### src/rtl/dir_key_debouncer_pkg.sv
// Shared definitions for the direction-key debouncer: FSM encoding and default debounce length.
package dir_key_debouncer_pkg;

  // 20 ms at the 50 MHz board clock
  localparam int unsigned DEBOUNCE_CYCLES_DEFAULT = 1_000_000;

  typedef enum logic [1:0] {
    RELEASED    = 2'd0,
    PRESS_CHK   = 2'd1,
    PRESSED     = 2'd2,
    RELEASE_CHK = 2'd3
  } dk_state_t;

endpackage

### src/rtl/dir_key_debouncer_if.sv
// Key-side signal bundle: raw active-low button in, debounced level/strobe/direction out.
interface dir_key_if;
  logic key_n;
  logic up_down;
  logic press_pulse;
  logic key_state;

  modport master (output key_n, input up_down, press_pulse, key_state);
  modport slave  (input key_n, output up_down, press_pulse, key_state);
endinterface

### src/rtl/dir_key_debouncer_sync_2ff.sv
// Two-flop synchronizer for one asynchronous board input; 2-cycle latency, reset to RESET_VAL.
module sync_2ff #(
  parameter bit RESET_VAL = 1'b0
) (
  input  logic FPGA_clock,
  input  logic reset,
  input  logic d,
  output logic q
);

  logic meta;

  always_ff @(posedge FPGA_clock or negedge reset) begin
    if (!reset) begin
      meta <= RESET_VAL;
      q    <= RESET_VAL;
    end else begin
      meta <= d;
      q    <= meta;
    end
  end

endmodule

### src/rtl/dir_key_debouncer.sv
// Debounces an active-low pushbutton; one press_pulse and an up_down toggle per accepted press.
// Press latency is DEBOUNCE_CYCLES + 3 edges from the first low sample of key_n.
module dir_key_debouncer
  import dir_key_debouncer_pkg::*;
#(
  parameter int unsigned DEBOUNCE_CYCLES = DEBOUNCE_CYCLES_DEFAULT,
  parameter bit          INIT_UP         = 1'b1
) (
  input  logic      FPGA_clock,
  input  logic      reset,
  dir_key_if.slave  bus
);

  localparam int unsigned   CW       = $clog2(DEBOUNCE_CYCLES + 1);
  localparam logic [CW-1:0] CNT_DONE = CW'(DEBOUNCE_CYCLES);

  logic          key_p;
  logic          k_s;
  dk_state_t     state, state_nx;
  logic [CW-1:0] cnt, cnt_nx, cnt_inc;
  logic          pulse_q, pulse_nx;
  logic          up_q, up_nx;
  logic          ks_q, ks_nx;

  assign key_p = ~bus.key_n;

  sync_2ff #(.RESET_VAL(1'b0)) u_sync (
    .FPGA_clock (FPGA_clock),
    .reset      (reset),
    .d          (key_p),
    .q          (k_s)
  );

  always_ff @(posedge FPGA_clock or negedge reset) begin
    if (!reset) begin
      state   <= RELEASED;
      cnt     <= '0;
      pulse_q <= 1'b0;
      up_q    <= INIT_UP;
      ks_q    <= 1'b0;
    end else begin
      state   <= state_nx;
      cnt     <= cnt_nx;
      pulse_q <= pulse_nx;
      up_q    <= up_nx;
      ks_q    <= ks_nx;
    end
  end

  // Counter only holds a value while checking; any opposite sample restarts it from zero.
  always_comb begin
    cnt_inc  = (cnt == CNT_DONE) ? cnt : cnt + CW'(1);
    state_nx = state;
    cnt_nx   = '0;
    pulse_nx = 1'b0;
    up_nx    = up_q;
    ks_nx    = ks_q;
    case (state)
      RELEASED: begin
        if (k_s) state_nx = PRESS_CHK;
      end
      PRESS_CHK: begin
        if (!k_s) begin
          state_nx = RELEASED;
        end else if (cnt_inc == CNT_DONE) begin
          state_nx = PRESSED;
          pulse_nx = 1'b1;
          up_nx    = ~up_q;
          ks_nx    = 1'b1;
        end else begin
          cnt_nx = cnt_inc;
        end
      end
      PRESSED: begin
        if (!k_s) state_nx = RELEASE_CHK;
      end
      RELEASE_CHK: begin
        if (k_s) begin
          state_nx = PRESSED;
        end else if (cnt_inc == CNT_DONE) begin
          state_nx = RELEASED;
          ks_nx    = 1'b0;
        end else begin
          cnt_nx = cnt_inc;
        end
      end
      default: state_nx = RELEASED;
    endcase
  end

  // up_down feeds the downstream up/down counter directly.
  assign bus.up_down     = up_q;
  assign bus.press_pulse = pulse_q;
  assign bus.key_state   = ks_q;

endmodule
### src/flat_wrapper.sv
// flat-port wrapper written by rule: the top's interface ports become plain ports
module dir_key_debouncer_flat import dir_key_debouncer_pkg::*;
#(
  parameter int unsigned DEBOUNCE_CYCLES = DEBOUNCE_CYCLES_DEFAULT,
  parameter bit          INIT_UP         = 1'b1
)
  (FPGA_clock, reset, bus_key_n, bus_up_down, bus_press_pulse, bus_key_state);
  dir_key_if bus_i ();
  input  logic FPGA_clock;
  input  logic reset;
  input wire logic [$bits(bus_i.key_n)-1:0] bus_key_n;
  output wire logic [$bits(bus_i.up_down)-1:0] bus_up_down;
  output wire logic [$bits(bus_i.press_pulse)-1:0] bus_press_pulse;
  output wire logic [$bits(bus_i.key_state)-1:0] bus_key_state;
  assign bus_i.key_n = bus_key_n;
  assign bus_up_down = bus_i.up_down;
  assign bus_press_pulse = bus_i.press_pulse;
  assign bus_key_state = bus_i.key_state;
  dir_key_debouncer #(.DEBOUNCE_CYCLES(DEBOUNCE_CYCLES), .INIT_UP(INIT_UP)) u_core (.FPGA_clock(FPGA_clock), .reset(reset), .bus(bus_i));
endmodule
### config.mk
export PLATFORM = sky130hd
export DESIGN_NAME = dir_key_debouncer_flat
export DESIGN_NICKNAME = d
export VERILOG_FILES = /design/src/rtl/dir_key_debouncer_pkg.sv /design/src/rtl/dir_key_debouncer_if.sv /design/src/rtl/dir_key_debouncer_sync_2ff.sv /design/src/rtl/dir_key_debouncer.sv /design/src/flat_wrapper.sv
export SDC_FILE = /design/constraint.sdc
export NUM_CORES = 1
export LEC_CHECK = 0
export BUFFER_PORTS_ARGS = -buffer_cell sky130_fd_sc_hd__buf_2
export CORE_ASPECT_RATIO = 0.8
export CORE_UTILIZATION = 65
export DETAILED_ROUTE_END_ITERATION = 12
export PLACE_DENSITY_LB_ADDON = 0.08
export SLEW_MARGIN = 20
export SYNTH_ARGS = -nofsm -noshare
export SYNTH_HDL_FRONTEND = slang
export SYNTH_SLANG_ARGS = --single-unit
### constraint.sdc
create_clock -name FPGA_clock -period 4 [get_ports FPGA_clock]
set_clock_uncertainty 0.15 [all_clocks]
set_input_delay 0.2 -clock FPGA_clock [delete_from_list [all_inputs] [get_ports FPGA_clock]]
set_output_delay 0.2 -clock FPGA_clock [all_outputs]
set_load 0.03 [all_outputs]
==> flow_results.org <==
** Outcome
- The flow ran to the end, and the final reports show no timing, DRC or antenna violations.

** Cells and area
- Registers take 677 µm².
- Measured on the finished design, the core utilization comes to 0.744.
- At the end of the flow, the number of nets in the layout was 178.
- Compared with the post-synthesis result, the final layout area differs by 3.21%.
- Number of antenna cells inserted :: 0
- Multi-input gate area :: 851 µm²
- In the final layout, the share of cells above drive strength 1 is 0.122.
- Filler cell count :: 155

** Worst setup path
- WP data required :: 4060 ps
- The worst setup path is captured at a flop.
- In this run the number of cells on the critical path is 9.
- Buffers and inverters on the worst path :: 1
- The largest individual stage delay along the critical path comes from the cell or4b_1.
- STA classifies the critical path startpoint as a flop.
- Measured in cells, the most critical reg-to-reg path has a length of 9.
- In this run the worst path has a maximum fanout of 9.
- For the worst setup path, the data arrival time is 3150 ps.
- Top Family by Delay on Critical Path :: simple AND/OR/NAND/NOR gates
- The critical path is of the reg2reg type.
- The setup check on the worst reg-to-reg path leaves a slack of 910 ps.
- The critical path goes through inv_1 -> ha_1 -> nor4b_1 -> nand4_1 -> nor4_4 -> mux2i_1 -> or4b_1 -> o41ai_1 -> a2bb2oi_1.
- Maximum cell stage delay along the critical path :: 710 ps

** Synthesis
- After synthesis, the netlist uses 44 different library cells.
- The share of synthesized area in the top cell type comes to 0.397.
- Fraction of registers with async set or reset after synthesis :: 1.00
- Number of nets produced by synthesis :: 177
- Among all flip-flop cells after synthesis, the most frequent one is dfrtp_1.
- By area the synthesized netlist is led by dfrtp_1, xnor2_1, nor2_1.
- The average instance in the mapped netlist occupies 9.52 µm².
- Number of warnings reported in the yosys synthesis log :: 0
- In this run, synthesis inferred 0 flip-flops with an integrated enable.
- Cell taking the most area after synthesis :: dfrtp_1
- Proportion of synthesized chip area in sequential cells :: 0.413
- The synthesized design contains 27 register bits.
- Gate Count Post-Synth :: 172
- The synthesized netlist occupies a cell area of 1640 µm².

** GRT
- For this run, the total global-route usage over all layers was measured as 0.255.
- For this run the aggregate overflow at the end of global routing stands at 0.
- The first global-routing pass estimated 5.13 mm of wire.
- Maximum number of pins on one net before global-route repair :: 28
- The via count of the first global-routing pass came to 1,091.
- The initial antenna violation count is 0.

** STA
- Setup slack after layout :: 913 ps
- Setup TNS Final :: 0 ps
- Final period utilization :: 0.772
- Fmax :: 324 MHz
- The max-slew violation count was 0.
- Setup repair after global routing left no endpoint under its margin.
- The worst path in the final design needs a cycle of 3090 ps, including I/O delays and setup.
- Headroom to the max-slew limit came out at 0.614.
- Measured slew at the worst slew-check pin :: 579 ps
- Finish-stage setup viols :: 0
- The count of final hold-check violations was 0.

** Route
- Detail-routed net length per standard cell :: 14.4 µm
- The final layout contains routed wiring with a total length of 2.96 mm.
- 1st-pass router iterations :: 4
- In the routed layout, each cell is associated on average with a via count of 5.76.
- Number of antenna-violating nets in the routed design :: 0
- Remaining design rule violation count :: 0
- Starting DRC count in detailed routing :: 52
- Across all layers, the routed design uses 1,186 vias.

** Floorplanning
- Die H :: 46.9 µm
- The region available for standard cell placement spans 2270 µm².
- For this configuration, the core starts out at a cell density of 0.721.
- Die outline area :: 2730 µm²
- During I/O placement, the number of pins put on the boundary was 6.
- Horizontal die dimension :: 58.1 µm
- Total number of placement rows :: 15

** Placed design
- Final GP Congestion :: 0.910
- Once detailed placement completed, the half-perimeter wirelength came to 2.25 mm.
- Setup Slack @ Placement :: 954 ps
- Input and output buffers added on the ports amount to 5.

** Clocking
- Clock latency reported for the late side of the worst-skew pair :: 320 ps
- The tree built by TritonCTS fans out to 27 sinks.
- TritonCTS built the clock tree.
- Clock-pin slew was measured on the worst setup and hold paths at 130 ps.
- Clock Tree Buf Depth :: 2
- Number of levels the H-tree was split into :: 1
- The number of clock buffers added by TritonCTS is 3.
- Clock root buffer master :: clkbuf_4

** Power
- The design draws 412 µW.
- Peak supply drop :: 188 µV
- Dividing total power by cell area gives a power density of 244 nW/µm².
- For this design the static power due to leakage is 0.683 nW.

** Job
- Across the run, the number of max-cap violations was 0.

** Min path
- Worst min path class :: reg2reg
- Cell depth of the worst hold path :: 0
[cell families after synthesis]
family / share of synthesized area
simple gates: 0.289
flops: 0.413
xor+xnor: 0.128
buf+inv: 0.0672
compound gates: 0.0749
mux: 0.0122
fa+ha+maj: 0.0153
[sequential cells by signal, summed over array words and instances (netlist names), named ones only]
register,flops
u_core.u_sync.meta,1
u_core.bus.press_pulse,1
u_core.bus.key_state,1
u_core.bus.up_down,1
u_core.cnt,20
u_core.u_sync.q,1
u_core.state,1
[per-layer routing]
layer,GRT usage,share of wire,up-vias
li1,-,-,587
met1,0.349,0.49,551
met2,0.411,0.43,42
met3,0.0551,0.067,6
met4,0.0857,0.014,0
met5,0,0,-
[area by class of cell]
type,count,share of cell area
sequential,27,0.400
inverter,13,0.0289
timing repair buffer,7,0.0266
clock buffer,4,0.0155
multi-input combinational,121,0.503
tap,34,0.0252
[repair_timing]
| action | 4_1_cts | 5_1_grt |
|---|---|---|
| buffers inserted | 0 | 0 |
| hold endpoints to repair | 27 | 0 |
| gates resized for setup | 0 | 0 |
| hold buffers | 2 | 0 |
[worst reg2reg max path, delay by kind of cell, from the launching register on]
kind | cells | cell delay [ps]
AO/OA/AOI/OAI | 2 | 430
adder cells (fa/ha/maj) | 1 | 150
flip-flops | 1 | 490
AND/OR/NAND/NOR | 4 | 1460
buffers and inverters | 1 | 150
multiplexers | 1 | 150
[layout by cell type, fill, tap and decap left out, types with 2 or more instances in the layout]
| cell | instances |
|---|---|
| nand2b_1 | 2 |
| dfrtp_1 | 26 |
| nor2_1 | 28 |
| nand4_1 | 5 |
| nor3_1 | 4 |
| nor4_4 | 2 |
| inv_1 | 13 |
| mux2i_1 | 2 |
| a21oi_1 | 2 |
| ha_1 | 2 |
| xor2_1 | 9 |
| o21ai_0 | 2 |
| or3_1 | 2 |
| nand3_1 | 10 |
| xnor2_1 | 15 |
| buf_2 | 5 |
| dlygate4sd3_1 | 2 |
| nand3_2 | 3 |
| a31oi_1 | 2 |
| clkbuf_4 | 3 |
| nand2_1 | 8 |
| and4_1 | 2 |
| nor4_2 | 2 |
[synth_stat cells (all sizes together) (2+ instances only)]
| cell type | count |
|---|---|
| a21oi | 2 |
| a31oi | 2 |
| and4 | 2 |
| buf | 5 |
| clkbuf | 6 |
| dfrtp | 26 |
| ha | 2 |
| inv | 13 |
| mux2i | 2 |
| nand2 | 9 |
| nand2b | 2 |
| nand3 | 13 |
| nand4 | 5 |
| nor2 | 28 |
| nor3 | 5 |
| nor4 | 4 |
| nor4b | 2 |
| o21ai | 2 |
| or3 | 2 |
| xnor2 | 15 |
| xor2 | 9 |
[power by group]
| group | switching, mW | total (mW) | internal [mW] |
|---|---|---|---|
| Combinational | 0.0137 | 0.0202 | 0.00644 |
| Clock | 0.0741 | 0.113 | 0.0390 |
| Sequential | 0.00306 | 0.278 | 0.275 |
| Total | 0.0908 | 0.412 | 0.321 |
[per-stage QoR]
stage,area (µm²),std cells,hold WS [ps]
after floorplan,1640,172,-246
after global placement,1640,200,73.0
after detailed placement,1640,200,74.3
after CTS,1690,206,220
after global routing,1690,206,221
final,1690,206,216
[worst paths after layout]
check / from / endpoint
worst max-delay path: u_core.cnt[0]$_DFF_PN0_ / u_core.bus.key_state$_DFFE_PN0P_
worst min-delay path: u_core.u_sync.meta$_DFF_PN0_ / u_core.u_sync.q$_DFF_PN0_
worst max register to register: u_core.cnt[0]$_DFF_PN0_ / u_core.bus.key_state$_DFFE_PN0P_
worst min register to register: u_core.u_sync.meta$_DFF_PN0_ / u_core.u_sync.q$_DFF_PN0_
max in group asynchronous: reset / async pin
min in group asynchronous: reset / u_core.bus.press_pulse$_DFF_PN0_
No activity file was read; power rests on OpenSTA's default activity.
